[config.mk]
export PLATFORM = sky130hd
export DESIGN_NAME = piso_register_flat
export DESIGN_NICKNAME = d
export VERILOG_FILES = /design/src/rtl/piso_register_pkg.sv /design/src/rtl/piso_register_if.sv /design/src/rtl/piso_register.sv /design/src/flat_wrapper.sv
export SDC_FILE = /design/constraint.sdc
export NUM_CORES = 1
export LEC_CHECK = 0
export BUFFER_PORTS_ARGS = -buffer_cell sky130_fd_sc_hd__clkbuf_2
export CAP_MARGIN = 20
export CORE_UTILIZATION = 45
export CTS_BUF_LIST = sky130_fd_sc_hd__clkbuf_16
export CTS_CLUSTER_DIAMETER = 60
export DETAILED_ROUTE_END_ITERATION = 10
export GPL_TIMING_DRIVEN = 0
export PLACE_DENSITY = 0.68
export SLEW_MARGIN = 20
export SYNTH_ARGS = -nofsm -noshare
export SYNTH_HDL_FRONTEND = slang
export SYNTH_SLANG_ARGS = --single-unit
[constraint.sdc]
create_clock -name clk -period 1.38 [get_ports clk]
set_input_delay 0.276 -clock clk [delete_from_list [all_inputs] [get_ports clk]]
set_output_delay 0.276 -clock clk [all_outputs]
set_load 0.02 [all_outputs]
[src/rtl/piso_register_pkg.sv]
// Shared types and sizing helpers for the parallel-in serial-out register.
// Optional feature macro: PISO_REGISTER_PARITY_EN (appends an even-parity bit).
package piso_register_pkg;

   typedef enum logic [0:0] {
      IDLE  = 1'b0,
      SHIFT = 1'b1
   } state_e;

`ifdef PISO_REGISTER_PARITY_EN
   localparam bit PARITY_EN = 1'b1;
`else
   localparam bit PARITY_EN = 1'b0;
`endif

   // Bits per serial frame: the data word, plus the parity bit when enabled.
   function automatic int frame_bits(input int width);
      return width + (PARITY_EN ? 1 : 0);
   endfunction

   // Bit counter width; wide enough that it never wraps inside a frame.
   function automatic int cnt_width(input int width);
      return $clog2(frame_bits(width) + 1);
   endfunction

endpackage

[src/rtl/piso_register_if.sv]
// Parallel load handshake plus serial output bus of the PISO register.
interface piso_register_if #(
   parameter int WIDTH = 8
);
   logic             load;
   logic [WIDTH-1:0] data_in;
   logic             ready;
   logic             ser_out;
   logic             ser_valid;
   logic             ser_last;
   logic             done;

   modport master (
      output load, data_in,
      input  ready, ser_out, ser_valid, ser_last, done
   );

   modport slave (
      input  load, data_in,
      output ready, ser_out, ser_valid, ser_last, done
   );
endinterface

[src/rtl/piso_register.sv]
// Parallel-in serial-out register: captures a word on load/ready and shifts it
// out one bit per clock with valid/last qualifiers and a trailing done pulse.
// Optional feature macro: PISO_REGISTER_PARITY_EN (even parity bit after data).
module piso_register
   import piso_register_pkg::*;
#(
   parameter int WIDTH     = 8,
   parameter bit LSB_FIRST = 1'b1
) (
   input  logic            clk,
   input  logic            rst,
   piso_register_if.slave  bus
);

   localparam int FRAME_BITS = frame_bits(WIDTH);
   localparam int CW         = cnt_width(WIDTH);
   localparam logic [CW-1:0] LAST_CNT = CW'(FRAME_BITS - 1);

   state_e                state_q, state_d;
   logic [FRAME_BITS-1:0] shreg_q, shreg_d;
   logic [CW-1:0]         cnt_q, cnt_d;
   logic                  ser_out_q, ser_out_d;
   logic                  ser_valid_q, ser_valid_d;
   logic                  ser_last_q, ser_last_d;
   logic                  done_q, done_d;
   logic                  ready_q, ready_d;
   logic                  accept_s;
   logic [FRAME_BITS-1:0] frame_s;

`ifdef PISO_REGISTER_PARITY_EN
   function automatic logic even_parity(input logic [WIDTH-1:0] word);
      return ^word;
   endfunction
`endif

   assign accept_s = (state_q == IDLE) && bus.load;

   // Arrange the incoming word in transmission order (frame_s[0] goes first).
   always_comb begin
      frame_s = '0;
      for (int i = 0; i < WIDTH; i++) begin
         if (LSB_FIRST) begin
            frame_s[i] = bus.data_in[i];
         end else begin
            frame_s[i] = bus.data_in[WIDTH-1-i];
         end
      end
`ifdef PISO_REGISTER_PARITY_EN
      frame_s[FRAME_BITS-1] = even_parity(bus.data_in);
`endif
   end

   // State and output registers; reset has priority over everything.
   always_ff @(posedge clk) begin
      if (rst) begin
         state_q     <= IDLE;
         shreg_q     <= '0;
         cnt_q       <= '0;
         ser_out_q   <= 1'b0;
         ser_valid_q <= 1'b0;
         ser_last_q  <= 1'b0;
         done_q      <= 1'b0;
         ready_q     <= 1'b1;
      end else begin
         state_q     <= state_d;
         shreg_q     <= shreg_d;
         cnt_q       <= cnt_d;
         ser_out_q   <= ser_out_d;
         ser_valid_q <= ser_valid_d;
         ser_last_q  <= ser_last_d;
         done_q      <= done_d;
         ready_q     <= ready_d;
      end
   end

   // Next-state logic: accept a word when idle, return after the last bit.
   always_comb begin
      state_d = state_q;
      case (state_q)
         IDLE: begin
            if (accept_s) begin
               state_d = SHIFT;
            end else begin
               state_d = IDLE;
            end
         end
         SHIFT: begin
            if (cnt_q == LAST_CNT) begin
               state_d = IDLE;
            end else begin
               state_d = SHIFT;
            end
         end
         default: state_d = IDLE;
      endcase
   end

   // Datapath and next output values; outputs are registered so the serial
   // bit and its qualifiers change together on the clock edge.
   always_comb begin
      shreg_d   = shreg_q;
      cnt_d     = cnt_q;
      ser_out_d = ser_out_q;
      done_d    = 1'b0;
      case (state_q)
         IDLE: begin
            if (accept_s) begin
               ser_out_d = frame_s[0];
               shreg_d   = frame_s >> 1;
               cnt_d     = '0;
            end else begin
               ser_out_d = 1'b0;
               cnt_d     = '0;
            end
         end
         SHIFT: begin
            if (cnt_q == LAST_CNT) begin
               ser_out_d = 1'b0;
               shreg_d   = '0;
               cnt_d     = '0;
               done_d    = 1'b1;
            end else begin
               ser_out_d = shreg_q[0];
               shreg_d   = shreg_q >> 1;
               cnt_d     = cnt_q + CW'(1);
            end
         end
         default: begin
            ser_out_d = 1'b0;
            shreg_d   = '0;
            cnt_d     = '0;
         end
      endcase
      ser_valid_d = (state_d == SHIFT);
      ready_d     = (state_d == IDLE);
      ser_last_d  = (state_d == SHIFT) && (cnt_d == LAST_CNT);
   end

   assign bus.ready     = ready_q;
   assign bus.ser_out   = ser_out_q;
   assign bus.ser_valid = ser_valid_q;
   assign bus.ser_last  = ser_last_q;
   assign bus.done      = done_q;

endmodule

[src/flat_wrapper.sv]
// flat-port wrapper written by rule: the top's interface ports become plain ports
module piso_register_flat import piso_register_pkg::*;
#(
   parameter int WIDTH     = 8,
   parameter bit LSB_FIRST = 1'b1
)
  (clk, rst, bus_load, bus_data_in, bus_ready, bus_ser_out, bus_ser_valid, bus_ser_last, bus_done);
  piso_register_if #(.WIDTH(WIDTH)) bus_i ();
  input  logic clk;
  input  logic rst;
  input wire logic [$bits(bus_i.load)-1:0] bus_load;
  input wire logic [$bits(bus_i.data_in)-1:0] bus_data_in;
  output wire logic [$bits(bus_i.ready)-1:0] bus_ready;
  output wire logic [$bits(bus_i.ser_out)-1:0] bus_ser_out;
  output wire logic [$bits(bus_i.ser_valid)-1:0] bus_ser_valid;
  output wire logic [$bits(bus_i.ser_last)-1:0] bus_ser_last;
  output wire logic [$bits(bus_i.done)-1:0] bus_done;
  assign bus_i.load = bus_load;
  assign bus_i.data_in = bus_data_in;
  assign bus_ready = bus_i.ready;
  assign bus_ser_out = bus_i.ser_out;
  assign bus_ser_valid = bus_i.ser_valid;
  assign bus_ser_last = bus_i.ser_last;
  assign bus_done = bus_i.done;
  piso_register #(.WIDTH(WIDTH), .LSB_FIRST(LSB_FIRST)) u_core (.clk(clk), .rst(rst), .bus(bus_i));
endmodule
==> flow_metrics.tcl <==
set metrics [dict create \
    status "finished, final reports clean" \
    r2r_setup_slack_ns 0.07 \
    holdBufCountCts 0 \
    syn-cell-area_sq_um 721 \
    synthFlopType "dfxtp_1" \
    startpoint "u_core.cnt_q[0]$_SDFF_PP0_" \
    synth_cell_types 23 \
    reg2reg_depth 5 \
    grt_use_met3_pct 3.88 \
    yosysSeqAreaShare_pct 44.4 \
    grt-ovfl-total 0 \
    wl_per_cell_um 11.6 \
    critPathCapture "u_core.bus.ser_last$_SDFF_PP0_" \
    hold_ws_ns 0.287 \
    path_clk_slew_ns 0.05 \
    chipWidth_um 42.0 \
    gr-usage-all-layers_pct 16.9 \
    gp_congestion 0.789 \
    io_pins 16 \
    vias_per_cell 5.18 \
    max_slew_margin_pct 70.4 \
    grt_max_degree 11 \
    layout-drive-gt1-share_pct 30.2 \
    fin_crit_sh_pct 95.2 \
    hpwl_um 894 \
    leakage_nw 0.365 \
    io_buffers 15 \
    synth_seq_cells 16 \
    hold_viol_final 0 \
    die_h_um 42.0 \
    maxCapViolCount 0 \
    cts_sinks 16 \
    grt_pass1_wl_um 2280 \
    clk-insertion-delay-late_ns 0.24 \
    path_class "flip-flop to flip-flop" \
    synthToLayoutAreaGrowth_pct 26.0 \
    rsz0062_at_grt "no" \
    max-clock-path-buffers 2 \
    clock.fmax_mhz 761 \
    critPathCaptureType "flip-flop" \
    start_util_pct 47.8 \
    syn_nets 89 \
    cts-root-buf "clkbuf_16" \
    fin_nets 109 \
    cts-htree-levels 1 \
    dieArea_sq_um 1770 \
    min_period_ns 1.31 \
    final_util_pct 60.3 \
    cts_setup_buffers 0 \
    drc 0 \
    multi_input_area_sq_um 374 \
    diodes 0 \
    ir_drop_mv 0.775 \
    synthArstFlopShare_pct 0 \
    clock_skew_ns 0.00228 \
    cts_tree "built" \
    min_path_type "input pin to flip-flop" \
    syn_area_per_cell_sq_um 9.36 \
    antenna_found_initial 0 \
    ant_nets 0 \
    r2r_start "u_core.cnt_q[0]$_SDFF_PP0_" \
    met1_usage_pct 25.1 \
    critical_path_required_ns 1.53 \
    grt_busiest_layer "met1" \
    drtIter0Drc 8 \
    cellPowerDensity_nw_per_um2 1310 \
    report.final.setup_viol 0 \
    nFillCells 130 \
    design_area_sq_um 908 \
    path_max_fanout 7 \
    seq_area_sq_um 322 \
    synth_warnings 0 \
    grt_pass1_vias 523 \
    worstMarginPinSlew_ns 0.444 \
    vias 580 \
    core_region_area_sq_um 1510 \
    final_cell_mix "clkbuf_2, dfxtp_1, nor3_1" \
    first_pass_iters 3 \
    dpl_cell_area_sq_um 816 \
    cts_buffers 3 \
    pre_cts_ws_ns -0.0267 \
    hold_start "bus_data_in[0]" \
    grt_use_met2_pct 23.4 \
    finalWorstSetupSlack_ns 0.0658 \
    cp.arrival_ns 1.47 \
    r2r_end "u_core.bus.ser_last$_SDFF_PP0_" \
    synth_edf_count 0 \
    postRouteWirelength_um 1300 \
    maxSlewViolCount 0 \
    synth_cells 77 \
    crit_path_start_kind "flip-flop" \
    rows 14 \
]
synth_stat cells, types with 2 or more instances:
library cell  number  area share, %
dfxtp_1           16             44
nor2b_1            7            6.1
nor3_1            13            9.0
nand2_1            8            4.2
a21oi_1            2            1.4
nand3b_1           2            2.1
nand2b_1           2            1.7
nor2_1             4            2.1
buf_2              4            2.8
o22a_1             6            7.3
cells by family (layout without fill, tap and decap cells):
family	count (synthesis)	count (layout)	synth area share, %
AOI/OAI and AO/OA	9	9	9.72
buffers and inverters	7	26	5.38
DFF	16	16	44.4
xor gates and xnor gates	1	1	1.22
muxes	2	2	3.47
adders and majority gates	1	1	1.74
and+or+nand+nor	41	41	34.0
worst min-delay path by stage:
stage          depth (start not counted)                       endpoint
6_report                               3  u_core.bus.ser_out$_SDFF_PP0_
3_5_place_dp                           2  u_core.bus.ser_out$_SDFF_PP0_
4_1_cts                                3  u_core.bus.ser_out$_SDFF_PP0_
5_1_grt                                3  u_core.bus.ser_out$_SDFF_PP0_
2_1_floorplan                          2  u_core.bus.ser_out$_SDFF_PP0_
3_3_place_gp                           2  u_core.bus.ser_out$_SDFF_PP0_
through the flow:
| step | cells | power [mW] | setup TNS, ns |
|---|---|---|---|
| final | 112 | 1.19 | 0 |
| after global routing | 112 | 1.24 | 0 |
| after CTS | 112 | 1.20 | 0 |
| after detailed placement | 108 | 0.644 | -0.0267 |
| after global placement | 108 | 0.642 | -0.00546 |
| after floorplan | 77 | 0.606 | 0 |
worst max-delay path: stages (launching register included):
cell     delay, ns
dfxtp_2       0.36
ha_4          0.18
and3b_1       0.19
buf_6         0.14
nor3_4        0.16
nor4b_4       0.21
flip-flops by register name (all words and copies together) (netlist names):
signal and cells:
u_core.cnt_q 4, u_core.bus.done 1, u_core.shreg_q 7, u_core.bus.ser_last 1, u_core.bus.ser_valid 1, u_core.bus.ser_out 1, u_core.bus.ready 1
per-layer routing:
layer	part of all wire, %	vias to the layer above	wire length (um)
met2	44	9	574
met4	0.62	0	8
met3	3.2	2	42
met5	0	-	0
li1	-	307	-
met1	52	262	674
layout make-up:
| cell class | instances | area share (%) |
|---|---|---|
| Buffer | 6 | 3.86 |
| Clock buffer | 3 | 8.26 |
| Clock inverter | 1 | 0.413 |
| Inverter | 1 | 0.413 |
| Multi-Input combinational cell | 54 | 41.2 |
| Sequential cell | 16 | 35.4 |
| Tap cell | 16 | 2.20 |
| Timing Repair Buffer | 15 | 8.26 |
power breakdown:
part | internal, mW | switching (mW) | total [mW]
combinational | 0.0646 | 0.0698 | 0.134
clock | 0.384 | 0.170 | 0.554
sequential | 0.490 | 0.0154 | 0.505
what timing repair did:
| action | 4_1_cts | 5_1_grt |
|---|---|---|
| endpoints found under the hold margin | 0 | 0 |
| endpoints found under the setup margin | 2 | 1 |
| resized for setup | 2 | 1 |
Note: power is estimated with default switching activity, not from simulation.
